<file path="src/rtl/config_pkg.sv">
// Shared configuration for the serial interface blocks: default UART timing
// and the transmitter state encoding.
package config_pkg;

   localparam int UartClkDiv   = 174;  // 20 MHz core clock / 115200 baud
   localparam int UartStopBits = 1;

   typedef enum logic [1:0] {
      IDLE,
      START,
      DATA,
      STOP
   } UartStateT;

endpackage

</file>
<file path="src/rtl/uart_baud_gen.sv">
// Down-counting bit-period timer: load restarts a full period, o_tick marks the
// last cycle of each period and the counter reloads itself while running.
module uart_baud_gen #(
   parameter int ClkDiv = 174
) (
   input  logic clk_i,
   input  logic reset_i,
   input  logic i_load,
   input  logic i_run,
   output logic o_tick
);

   localparam int              CntW   = $clog2(ClkDiv);
   localparam logic [CntW-1:0] Reload = CntW'(ClkDiv - 1);

   logic [CntW-1:0] r_cnt;

   // NOTE: sequential state uses non-blocking assignments so every register
   // samples the pre-edge values of its neighbours.
   always_ff @(posedge clk_i) begin
      if (!reset_i) begin
         r_cnt <= '0;
      end else if (i_load) begin
         r_cnt <= Reload;
      end else if (i_run) begin
         r_cnt <= (r_cnt == '0) ? Reload : r_cnt - CntW'(1);
      end
   end

   assign o_tick = i_run && (r_cnt == '0);

endmodule

</file>
<file path="src/rtl/uart_tx.sv">
// 8N1/8N2 UART transmitter draining a byte FIFO through a data/have_next/next
// handshake; back-to-back frames are launched with no idle gap.
module uart_tx
   import config_pkg::*;
#(
   parameter int ClkDiv   = UartClkDiv,
   parameter int StopBits = UartStopBits
) (
   input  logic       clk_i,
   input  logic       reset_i,
   input  logic       enable,
   input  logic [7:0] data,
   input  logic       have_next,
   output logic       next,
   output logic       tx,
   output logic       busy
);

   localparam logic StopCntInit = 1'(StopBits - 1);

   UartStateT  r_state;
   logic [7:0] r_shift;
   logic [2:0] r_bit_cnt;
   logic       r_stop_cnt;
   logic       r_tx;
   logic       r_next;
   logic       r_busy;

   UartStateT  w_state_nxt;
   logic [7:0] w_shift_nxt;
   logic [2:0] w_bit_cnt_nxt;
   logic       w_stop_cnt_nxt;
   logic       w_tx_nxt;
   logic       w_launch;
   logic       w_run;
   logic       w_tick;

   assign w_run = (r_state != IDLE);

   uart_baud_gen #(
      .ClkDiv (ClkDiv)
   ) u_baud (
      .clk_i   (clk_i),
      .reset_i (reset_i),
      .i_load  (w_launch),
      .i_run   (w_run),
      .o_tick  (w_tick)
   );

   // NOTE: every output of this block gets a default first, so no path can
   // leave a value unassigned and infer a latch.
   always_comb begin
      w_state_nxt    = r_state;
      w_shift_nxt    = r_shift;
      w_bit_cnt_nxt  = r_bit_cnt;
      w_stop_cnt_nxt = r_stop_cnt;
      w_launch       = 1'b0;

      case (r_state)
         IDLE: begin
            w_launch = enable && have_next;
         end
         START: begin
            if (w_tick) begin
               w_bit_cnt_nxt = '0;
               w_state_nxt   = DATA;
            end
         end
         DATA: begin
            if (w_tick) begin
               w_shift_nxt = {1'b0, r_shift[7:1]};
               if (r_bit_cnt == 3'd7) begin
                  w_state_nxt    = STOP;
                  w_stop_cnt_nxt = StopCntInit;
               end else begin
                  w_bit_cnt_nxt = r_bit_cnt + 3'd1;
               end
            end
         end
         STOP: begin
            if (w_tick) begin
               if (r_stop_cnt == 1'b0) begin
                  w_launch    = enable && have_next;
                  w_state_nxt = IDLE;
               end else begin
                  w_stop_cnt_nxt = r_stop_cnt - 1'b1;
               end
            end
         end
         default: w_state_nxt = IDLE;
      endcase

      // A launch from IDLE or from the final stop cycle is the same action.
      if (w_launch) begin
         w_shift_nxt = data;
         w_state_nxt = START;
      end

      // tx is registered from the next state so the line changes exactly at
      // the edge that enters each bit slot.
      case (w_state_nxt)
         START:   w_tx_nxt = 1'b0;
         DATA:    w_tx_nxt = w_shift_nxt[0];
         default: w_tx_nxt = 1'b1;
      endcase
   end

   always_ff @(posedge clk_i) begin
      if (!reset_i) begin
         r_state    <= IDLE;
         r_shift    <= '0;
         r_bit_cnt  <= '0;
         r_stop_cnt <= 1'b0;
         r_tx       <= 1'b1;
         r_next     <= 1'b0;
         r_busy     <= 1'b0;
      end else begin
         r_state    <= w_state_nxt;
         r_shift    <= w_shift_nxt;
         r_bit_cnt  <= w_bit_cnt_nxt;
         r_stop_cnt <= w_stop_cnt_nxt;
         r_tx       <= w_tx_nxt;
         r_next     <= w_launch;
         r_busy     <= (w_state_nxt != IDLE);
      end
   end

   assign next = r_next;
   assign tx   = r_tx;
   assign busy = r_busy;

endmodule
</file>
<file path="config.mk">
export PLATFORM = sky130hd
export DESIGN_NAME = uart_tx
export DESIGN_NICKNAME = d
export VERILOG_FILES = /design/src/rtl/config_pkg.sv /design/src/rtl/uart_baud_gen.sv /design/src/rtl/uart_tx.sv
export SDC_FILE = /design/constraint.sdc
export NUM_CORES = 1
export LEC_CHECK = 0
export ABC_AREA = 0
export CELL_PAD_IN_SITES_DETAIL_PLACEMENT = 1
export CELL_PAD_IN_SITES_GLOBAL_PLACEMENT = 2
export CORE_ASPECT_RATIO = 1.25
export CORE_MARGIN = 5
export CORE_UTILIZATION = 38
export CTS_CLUSTER_SIZE = 28
export DETAILED_ROUTE_END_ITERATION = 8
export DONT_BUFFER_PORTS = 1
export GPL_TIMING_DRIVEN = 0
export PLACE_DENSITY = 0.88
export SLEW_MARGIN = 40
export SYNTH_ARGS = -nofsm -noshare
export SYNTH_HDL_FRONTEND = slang
export SYNTH_SLANG_ARGS = --single-unit
</file>
<file path="constraint.sdc">
create_clock -name clk_i -period 2.63 [get_ports clk_i]
set_input_delay 0.3945 -clock clk_i [delete_from_list [all_inputs] [get_ports clk_i]]
set_output_delay 0.3945 -clock clk_i [all_outputs]
set_load 0.01 [all_outputs]
</file>
==> impl_metrics.yaml <==
setup_path:
  path_cells: "inv_1, ha_1, or4b_1, nor2_1, o22ai_1, and2_1, ha_1, nand2_1, o311ai_1, o21bai_1"
  crit_fanout: 5
  crit_type: "register to register"
  cp_slowest_cell: "or4b_1"
  required_ps: 2780
  cp-start-kind: "register"
  crit_top_cell: "ha_1"
  endpoint_kind: "register"
  cpPeakStageDelay_ps: 490
  rrSetupSlack_ps: 220
  crit_arrival_ps: 2560
timing:
  fin_crit_sh_pct: 91.7
  grt_setup_unrepaired: "false"
  hold_viol_final: 0
  setup_viol: 0
  tns_ps: 0
  maxSlewViolCount: 0
  worst_clock_skew_ps: 1.69
  hold_ws_ps: 319
  clock.fmax_mhz: 415
  layout_min_cycle_time_ps: 2410
  slew-limit-headroom_pct: 65.9
  max_slew.worst_pin.slew_ps: 511
clock_tree:
  cts-htree-levels: 1
  numCtsBuffers: 3
  clk_latency_ps: 260
  clockBufferDepth: 2
  cts.sinks: 24
  clk_pin_slew_ps: 80
  cts_tree: "yes"
  clockRootBuffer: "clkbuf_8"
drt:
  drt-total-wl_um: 3110
  wl_per_cell_um: 16.1
  postRouteAntennaNets: 0
  drc: 0
  dr.pass1.iters: 4
  via_per_inst: 5.82
  drtIter0Drc: 13
  vias: 1123
cells_and_area:
  fin_cells: 193
  fillers: 405
  drive_above_1_share_pct: 9.74
  fin_nets: 178
  final_util_pct: 42.2
  n_antenna_cell: 0
  area_growth_pct: 8.68
  multi_input_area_um2: 815
  register_area_um2: 480
die:
  dieArea_um2: 4830
  die_w_um: 63.1
  start_util_pct: 38.8
  ioPinCount: 15
  rows: 24
  die_h_um: 76.4
  core_um2: 3450
run:
  maxCapViolCount: 0
place:
  placed_cells: 189
  gp_congestion: 0.793
  io_buffers: 0
  hpwl_um: 2430
global_route:
  grt_usage_pct: 13.6
  grt-ovfl-total: 0
  antenna_found_initial: 0
  grt_max_degree: 13
  grt_pass1_vias: 1168
  grt_first_pass_wirelength_um: 5400
yosys:
  yosysWarnings: 0
  netlist_area_um2: 1340
  yosysTopAreaCell: "dfxtp_1"
  ys_seq_elements: 24
  synth.distinct_cells: 44
  yosys-top-cells-area: "dfxtp_1, ha_1, a21oi_1"
  synth_edf_count: 0
  ys_seq_area_share_pct: 35.8
  yosys.area.top_type_share_pct: 35.8
  yosys_most_used_dff: "dfxtp_1"
  synthCells: 150
  syn_avg_cell_area_um2: 8.94
  syn_nets: 172
  synth-async-reset-ratio_pct: 0
run_status:
  status: "complete, no violations"
power:
  peakVddDrop_v: 0.000437
  p_total_mw: 1.04
  pwr-share-comb_pct: 34.6
  p_clk_share_pct: 20.2
  p_switching_uw: 371
  pwr-share-seq_pct: 45.3
  power_density_nw_per_um2: 710
  p_sw_share_pct: 35.8
  leakagePower_nw: 0.603
  intPower_uw: 664
worst_hold_path:
  min_path_type: "input port to register"
-- timing repair --
action                                  in CTS  in global routing
buffers inserted                             0                  1
endpoints found under the setup margin       0                  1
hold buffers                                 0                  0
gates resized for setup                      0                  6
-- critical path, delay by kind of cell (launching register included) --
family / cells / cell delay [ps]
simple gates: 4 / 1040
compound gates: 3 / 420
fa+ha+maj: 2 / 390
flops: 1 / 360
buf+inv: 1 / 100
-- worst paths after layout --
kind / start / end / cells past startpoint
max reg2reg: u_baud.r_cnt[0] / tx / 10
max: u_baud.r_cnt[0] / tx / 10
min: data[1] / r_shift[1] / 2
min reg2reg: r_bit_cnt[2] / r_bit_cnt[2] / 2
-- power groups by stage --
stage          sequential [mW]  clock (mW)  combinational (mW)
6_report                 0.469       0.209               0.358
5_1_grt                  0.478       0.237               0.398
4_1_cts                  0.469       0.216               0.337
3_5_place_dp             0.478           0               0.334
3_3_place_gp             0.474           0               0.323
2_1_floorplan            0.464           0               0.260
-- cell families (layout without fill, tap and decap cells) --
logic type      Yosys count  after routing  synth area share, %
fa+ha+maj                10             10                 9.33
buf+inv                  14             18                 4.66
compound gates           45             45                 21.7
mux                       7              7                 5.22
xor+xnor                  3              3                 1.96
simple gates             47             47                 21.3
flops                    24             24                 35.8
-- registers in the layout, summed over array words and instances, names as in the netlist --
signal / count
r_bit_cnt: 3
r_shift: 8
next: 1
tx: 1
r_state: 2
u_baud.r_cnt: 8
busy: 1
-- per-layer routing --
layer	GRT usage, %	part of all wire (%)	vias up
met3	2.80	3.9	2
li1	-	-	560
met5	0	0	-
met1	15.9	42	545
met4	3.82	0.68	0
met2	24.4	54	16
-- layout by cell type (no fill, tap or decap), drive strengths merged --
master | synthesis | final
a2111oi | 1 | 1
a21boi | 1 | 1
a21oi | 15 | 15
a221oi | 1 | 1
a311oi | 1 | 1
a31oi | 5 | 5
and2 | 2 | 2
and3 | 1 | 1
and3b | 1 | 1
and4 | 1 | 1
buf | 3 | 3
clkbuf | 5 | 9
dfxtp | 24 | 24
ha | 10 | 10
inv | 6 | 6
mux2i | 7 | 7
nand2 | 7 | 7
nand2b | 2 | 2
nand3 | 2 | 2
nand3b | 1 | 1
nand4 | 1 | 1
nor2 | 13 | 13
nor2b | 3 | 3
nor3 | 5 | 5
nor3b | 1 | 1
nor4b | 1 | 1
o2111ai | 1 | 1
o211a | 1 | 1
o21a | 1 | 1
o21ai | 6 | 6
o21bai | 1 | 1
o22ai | 1 | 1
o311ai | 1 | 1
o31ai | 8 | 8
o32ai | 1 | 1
or3 | 3 | 3
or3b | 2 | 2
or4b | 1 | 1
xnor2 | 3 | 3
-- synthesized netlist by cell type, types with 4 or more instances --
cell / n
dfxtp_1: 24
a21oi_1: 14
nor2_1: 13
ha_1: 10
o31ai_1: 8
mux2i_1: 7
nand2_1: 7
inv_1: 6
o21ai_0: 6
a31oi_1: 5
clkbuf_1: 5
nor3_1: 4
-- cell type report --
class	instances	share of cell area (%)
multi-input cells	112	55.9
flip-flops and latches	24	33.0
well taps	39	3.35
plain buffers	8	2.92
clock buffers	3	2.83
inverters	6	1.55
repair buffers	1	0.515
-- through the flow --
| stage | cell area, um2 | setup slack (ps) |
|---|---|---|
| 5_1_grt | 1460 | 4.43 |
| 4_1_cts | 1430 | 54.3 |
| 6_report | 1460 | 218 |
| 3_5_place_dp | 1390 | 69.2 |
| 3_3_place_gp | 1390 | 112 |
| 2_1_floorplan | 1340 | 571 |
Power figures use the tool's default switching activity.
